===== config.mk =====
export PLATFORM = sky130hd
export DESIGN_NAME = rr_arbiter_4
export DESIGN_NICKNAME = d
export VERILOG_FILES = /design/src/rtl/rr_arbiter_4.sv
export SDC_FILE = /design/constraint.sdc
export NUM_CORES = 1
export LEC_CHECK = 0
export CAP_MARGIN = 20
export CELL_PAD_IN_SITES_DETAIL_PLACEMENT = 1
export CELL_PAD_IN_SITES_GLOBAL_PLACEMENT = 2
export CORE_MARGIN = 3
export CORE_UTILIZATION = 30
export DETAILED_ROUTE_END_ITERATION = 8
export HOLD_SLACK_MARGIN = 0.1
export PLACE_DENSITY_LB_ADDON = 0.1
export SYNTH_ARGS = -nofsm -noshare
export SYNTH_HDL_FRONTEND = slang
export SYNTH_SLANG_ARGS = --single-unit

===== constraint.sdc =====
create_clock -name clk -period 1.5 [get_ports clk]
set_input_delay 0.3 -clock clk [delete_from_list [all_inputs] [get_ports clk]]
set_output_delay 0.3 -clock clk [all_outputs]
set_load 0.01 [all_outputs]

===== src/rtl/rr_arbiter_4.sv =====
// rtl/rr_arbiter_4.sv - 4-requester round-robin arbiter with hold timeout and dead cycle
//
// Purpose: grants one of four level requesters at a time. The grant is a registered
// 2-bit index plus valid qualifier, held stable for the whole transaction. A grant is
// released on done, on requester withdrawal or on hold timeout. Every release passes
// through a one-cycle GAP, so downstream one-hot selects never overlap.
//
// Ports:
//   clk        in   1  rising-edge clock
//   rst_n      in   1  asynchronous active-low reset
//   req        in   4  level request, bit i = requester i
//   done       in   1  granted requester finished (only looked at while granted)
//   gnt_idx    out  2  index of granted requester, frozen while gnt_valid=1
//   gnt_valid  out  1  gnt_idx is a live grant
//   timeout    out  1  one-cycle pulse, grant revoked by the hold limit
module rr_arbiter_4 #(
  parameter int HOLD_MAX = 15,
  parameter int CNT_W    = 4
) (
  input  logic       clk,
  input  logic       rst_n,
  input  logic [3:0] req,
  input  logic       done,
  output logic [1:0] gnt_idx,
  output logic       gnt_valid,
  output logic       timeout
);

  typedef enum logic [1:0] {
    IDLE  = 2'd0,
    GRANT = 2'd1,
    GAP   = 2'd2
  } state_t;

  localparam bit TIMEOUT_EN = (HOLD_MAX != 0);
  // hold_cnt is 0 on the first granted cycle, so hitting HOLD_MAX-1 means the
  // grant has been visible for HOLD_MAX cycles once the release takes effect.
  localparam logic [CNT_W-1:0] HOLD_LAST = (HOLD_MAX == 0) ? '0 : CNT_W'(HOLD_MAX - 1);

  state_t           state, state_d;
  logic [1:0]       idx_d;
  logic             valid_d;
  logic             timeout_d;
  logic [1:0]       last_idx, last_d;
  logic [CNT_W-1:0] hold_cnt, cnt_d;
  logic [1:0]       winner;
  logic             found;

  // Scan starting just after the last served requester, so it gets lowest priority.
  always_comb begin
    winner = last_idx;
    found  = 1'b0;
    for (int k = 1; k <= 4; k++) begin
      if (!found && req[last_idx + 2'(k)]) begin
        winner = last_idx + 2'(k);
        found  = 1'b1;
      end
    end
  end

  always_comb begin
    state_d   = state;
    idx_d     = gnt_idx;
    valid_d   = gnt_valid;
    timeout_d = 1'b0;
    last_d    = last_idx;
    cnt_d     = hold_cnt;
    case (state)
      IDLE: begin
        valid_d = 1'b0;
        if (found) begin
          state_d = GRANT;
          idx_d   = winner;
          valid_d = 1'b1;
          last_d  = winner;
          cnt_d   = '0;
        end
      end
      GRANT: begin
        if (hold_cnt != '1) cnt_d = hold_cnt + 1'b1;
        // done outranks timeout, so a collision releases without a pulse.
        if (done || !req[gnt_idx]) begin
          state_d = GAP;
          valid_d = 1'b0;
        end else if (TIMEOUT_EN && (hold_cnt == HOLD_LAST)) begin
          state_d   = GAP;
          valid_d   = 1'b0;
          timeout_d = 1'b1;
        end
      end
      GAP: begin
        state_d = IDLE;
        valid_d = 1'b0;
      end
      default: begin
        state_d = IDLE;
        valid_d = 1'b0;
      end
    endcase
  end

  always_ff @(posedge clk or negedge rst_n) begin
    if (!rst_n) begin
      state     <= IDLE;
      gnt_idx   <= 2'd0;
      gnt_valid <= 1'b0;
      timeout   <= 1'b0;
      last_idx  <= 2'd3;
      hold_cnt  <= '0;
    end else begin
      state     <= state_d;
      gnt_idx   <= idx_d;
      gnt_valid <= valid_d;
      timeout   <= timeout_d;
      last_idx  <= last_d;
      hold_cnt  <= cnt_d;
    end
  end

endmodule

### Word-level counts from Yosys, hierarchy flattened

Cells that the tools add are included.

* flip-flop bits (word level): 12
* output and inout bits: 4

* $add $sub $neg: 4
* $lt $le $gt $ge: 5
* eq/ne operators: 6
* mux-type cells: 32
* reduce and logical (&&, ||, !) cells: 13

Operators with widths (count)
* 2-bit by 3-bit < comparator with 1-bit output (second input constant): 5
* 1-bit 2-to-1 mux: 15
* 2-bit 2-to-1 mux: 7
* 1-bit binary-select mux with 2-bit select: 5
* 4-bit 2-to-1 mux: 2
* 4-bit case mux with 2 select lines: 1
* 2-bit adder (second input constant): 2
* 4-bit by 1-bit adder with 4-bit output (second input constant): 1
* 4-bit == test (second input constant): 1
* 1-bit zero test: 4
* 2-bit != test (second input constant): 2
* 4-bit != test (second input constant): 1
* 2-bit case mux with 2 select lines: 1
* 2-bit AND reduction: 2
* 1-bit logical AND: 3
* 3-bit != test (second input constant): 1
* 3-bit AND reduction: 1
* 2-bit by 1-bit adder with 2-bit output (second input constant): 1
* 2-bit by 1-bit == test with 1-bit output (second input constant): 1
* 2-bit zero test: 1
* 1-bit case mux with 2 select lines: 1
* 2-bit nonzero test: 1
* 1-bit logical OR: 1

### Depth between registers and ports, before layout

Gate-level depths: netlist (run 1).

* word-level depth: 15
* depth in mapped cells: 5

### Least setup slack after synthesis (run 1)

Ideal clock, no wire load.

* kind: register to register
* from: register gnt_idx[0]
* to: register state[0]
* arrival time: 1.284 ns
* setup slack: 0.092 ns
* stages on the path, launching flop included: 4
* path buffers: 0
* period minus slack after synthesis: 1.408 ns
* cell sequence: dfrtp_1 -> mux4_2 -> and3_1 -> or2_1

* cells in the longest elaborated chain, start to end: 6
* elaborated cells between the ends (all ways): 8
* those cells by class: eq/ne (1); mux (4); reduce/logical (3)

RTL lines
* start: declaration: RTL line 24 `output logic [1:0] gnt_idx,`
* start signal: assignment: RTL line 112 `gnt_idx <= idx_d;`
* 1-bit binary-select mux with 2-bit select (*): RTL line 82 `if (done || !req[gnt_idx]) begin`
* 1-bit 2-to-1 mux (not written as such) (*): RTL line 82
* 1-bit zero test (*): RTL line 82
* 1-bit logical OR (*): RTL line 82
* 2-bit 2-to-1 mux or 3-bit != test (tied branches)
* 2-bit case mux with 2 select lines or 2-bit AND reduction (tied branches)
* end signal: assignment: RTL line 111 `state <= state_d;`
* end: declaration: RTL line 40 `state_t state, state_d;`

Mark *: on every way between the ends. The rest lies on a longest branch, timed or not. The select of a mux whose other input is x is not followed.
A chain may end at the register's enable or synchronous reset.

### Worst setup path after layout (run 1)

Ends and elaborated chain as after synthesis.

==> results of run 1 <==
[per-layer routing]
| layer | GRT usage, % | routed length, µm | share of wire, % | vias to the layer above |
|---|---|---|---|---|
| li1 | - | - | - | 301 |
| met1 | 18.92 | 839 | 50 | 311 |
| met2 | 21.37 | 728 | 44 | 14 |
| met3 | 4.986 | 88 | 5.3 | 2 |
| met4 | 4.564 | 12 | 0.72 | 0 |
| met5 | 0 | 0 | 0 | - |
[power by group through the flow]
stage | Sequential, W | Clock, W | Combinational, W
global route | 0.000653 | 0.000286 | 0.000865
finish | 0.000628 | 0.000256 | 0.000772
CTS | 0.000620 | 0.000271 | 0.000732
floorplan | 0.000582 | 0 | 0.000489
detailed placement | 0.000635 | 0 | 0.000702
global placement | 0.000635 | 0 | 0.000698
[timing repair]
action,4_1_cts,5_1_grt
setup buffers,1,1
hold endpoints to repair,0,0
gates resized for setup,7,8
endpoints found under the setup margin,5,8
pin swaps,3,0
[flip-flops by register name, summed over array words and instances, names as in the netlist]
name       cells
hold_cnt       4
gnt_idx        2
last_idx       2
state          2
gnt_valid      1
timeout        1
[through the flow]
step / TNS [ns] / utilization (%) / instances
2_1_floorplan: 0 / - / 68
3_3_place_gp: -2.621 / 42.05 / 109
3_5_place_dp: -2.686 / 42.05 / 109
4_1_cts: 0 / 44.42 / 114
5_1_grt: -0.01885 / 46.06 / 115
6_report: 0 / 46.06 / 115
[how the worst max path moves through the flow]
stage                     cells past startpoint       end       start
after floorplan                               3  state[0]  gnt_idx[0]
after global placement                        4  state[0]      req[0]
after detailed placement                      4  state[0]      req[2]
after CTS                                     4  state[0]      req[0]
after global routing                          4  state[0]  gnt_idx[0]
final                                         4  state[0]  gnt_idx[0]
[critical path, delay by kind of cell (launching register included)]
kind / cells / cell delay [ns]
simple gates: 2 / 0.36
flops: 1 / 0.37
mux: 1 / 0.51
buf+inv: 1 / 0.11
[placed cells by master (no fill, tap or decap), types with 2 or more instances in the layout]
| cell type | instances |
|---|---|
| dlygate4sd2_1 | 5 |
| a21o_1 | 3 |
| nand3_1 | 2 |
| dfstp_2 | 2 |
| a22o_1 | 2 |
| buf_4 | 8 |
| clkdlybuf4s50_1 | 3 |
| a31oi_1 | 3 |
| inv_1 | 2 |
| clkbuf_4 | 3 |
| buf_6 | 2 |
| nand2b_1 | 2 |
| a41o_1 | 2 |
| nor2_1 | 4 |
| dlymetal6s2s_1 | 2 |
| nand2_1 | 4 |
| dfrtp_1 | 9 |
| a311oi_1 | 2 |
| a21oi_1 | 4 |
[cell type report]
cell class	instances	area, µm²	share of cell area, %
Multi-Input combinational cell	50	386.6	40.71
Sequential cell	12	304.0	32.02
Timing Repair Buffer	20	181.4	19.10
Clock buffer	4	36.28	3.821
Tap cell	27	33.78	3.557
Inverter	2	7.507	0.7905
[logic make-up (layout without fill, tap and decap cells)]
| kind of cell | count (synthesis) | after routing | synth area share, % |
|---|---|---|---|
| adders and majority gates | 2 | 2 | 3.616 |
| muxes | 2 | 2 | 4.701 |
| AOI/OAI and AO/OA | 23 | 23 | 25.32 |
| DFF | 12 | 12 | 43.76 |
| and+or+nand+nor | 23 | 23 | 18.81 |
| buffers and inverters | 6 | 26 | 3.797 |
==> results by group, run 1 <==
Global route
  • Vias in the first global route: ~630
  • Largest net degree at the start of global routing: 13
  • Global route overflow: 0
  • Initial antenna violation count: 0
  • Global-route wire length before repair: ~2.9 mm
  • All-layer global routing usage: roughly 14%

Synth
  • Syn avg cell area: a little over 10 µm²
  • Syn nets: 77
  • Asr flop ratio synth: 100.0%
  • Synth area leaders: dfrtp_1 36%, dfstp_2 7.6%, ha_1 3.6%, a21o_1 3.3%, mux4_2 3.3%
  • Seq/Total Area, Yosys: 43.76%
  • Top-count cell post-synth: dfrtp_1
  • Synthesis Warnings: 0
  • Top FF cell, synth: dfrtp_1
  • Cell area after synthesis: a little under 700 µm²
  • Post-synthesis cell count: 68
  • Post-synth top area share: 36.17%
  • Leading area contributor after synthesis: dfrtp_1
  • Top cells by count, synth: 10 x dfrtp_1, 5 x nor2_1, 4 x a21oi_1, 4 x nand2_1
  • Yosys cell types: 36
  • EDFF count, synth: 0
  • Yosys reg bits: 12

Placed design
  • GPL Wtd Cong: 0.6628
  • Pre-CTS setup slack: -0.3285 ns
  • DP HPWL: between 1 and 1.5 mm
  • Area post-placement: between 800 and 900 µm²
  • Port Buf Inserts: 10

STA
  • Endpoints failing hold: 0
  • Hold Slack: 0.3200 ns
  • Rel. slew slack: around 73%
  • Tightest Pin Transition: between 0.4 and 0.5 ns
  • Setup violators final: 0
  • Fin crit period: between 1 and 1.5 ns
  • Max Transition Viols Final: 0
  • RSZ-0062 raised after global routing: true
  • Final worst-path cycle share: between 90% and 100%
  • FMAX: between 0.6 and 0.7 GHz
  • Final WS setup: approximately 0.035 ns
  • Clk_skew: about 0.0095 ns

Clocking
  • Hold buffer count at cts: 0
  • Clock sinks: 12
  • CTS Root Cell: clkbuf_4
  • Clock Pin Slew Worst Setup and Hold Paths: roughly 0.080 ns
  • CTS tree: built
  • Max Buffers Root-to-Sink: 2
  • Htree depth: 1
  • Cts bufs inserted: 3
  • Worst skew pair latency: 0.27 ns

Power and ir drop
  • Gate power share: approximately 47%
  • Peak VDD IR: 0.7988 mV
  • Pint: around 0.0010 W
  • P_sw: 0.0006139 W
  • Sw Share: a little under two fifths
  • Final Power: ~0.0017 W
  • Clock power frac: between 10% and 20%
  • Leak: around 0.45 nW
  • Pwr/cell area: ~1700 nW/µm²
  • Register share of total power: a little under two fifths

Floorplan
  • Die width: about 54 µm
  • DIE AREA: approximately 2900 µm²
  • Initial Util: 33.56%
  • I/O pin cnt: 11
  • Core Area: ~2100 µm²
  • Die Height: 54.03 µm
  • Row count: 16

Route
  • Antenna viol nets, final: 0
  • Number of DRC violations after detailed-routing iteration 0: 10
  • Vias: 628
  • Drt pass-1 iters: 4
  • DR vias/cell: between 5 and 6
  • Wire per inst: ~15 µm
  • DRC Markers: 0
  • DRT Wirelength: approximately 1.7 mm

Cells and area
  • Filler cells: around 230
  • Layout cells sized above 1: 30.68%
  • Design area: 949.7 µm²
  • Layout Nets: 98
  • # diodes: 0
  • Synth-to-Final Area Change: 37.25%

Critical path
  • Crit-path slowest cell: mux4_2
  • R2r endpoint: state[0]
  • FF-to-FF Start: gnt_idx[0]
  • Worst R2R Setup Slack: 0.03 ns
  • Worst Path Required: about 1.7 ns
  • R2R depth: 4
  • CP Launch Type: register
  • Cells along the critical path: buf_6, mux4_2, and3_4, or2_1
  • WS Path Type: reg2reg
  • Critical Path AT: about 1.6 ns
  • Worst Path Max Fanout: 3
  • CP max stage delay: around 0.51 ns
  • CP Capture Type: register

Worst hold path
  • Hold WC Path Type: in2async

Outcome
  • Status: completed

Flow run
  • Max-cap violation count: 0
(Power assumes the default switching activity.)
==> run 2, diff against run 1 <==
--- a/config.mk
+++ b/config.mk
@@ -5,6 +5,7 @@
 export SDC_FILE = /design/constraint.sdc
 export NUM_CORES = 1
 export LEC_CHECK = 0
+export ABC_CLOCK_PERIOD_IN_PS = 1500
 export CAP_MARGIN = 20
 export CELL_PAD_IN_SITES_DETAIL_PLACEMENT = 1
 export CELL_PAD_IN_SITES_GLOBAL_PLACEMENT = 2
==> results of run 2 <==
No change in the layout: final DEF, timing and power equal those of run 1.
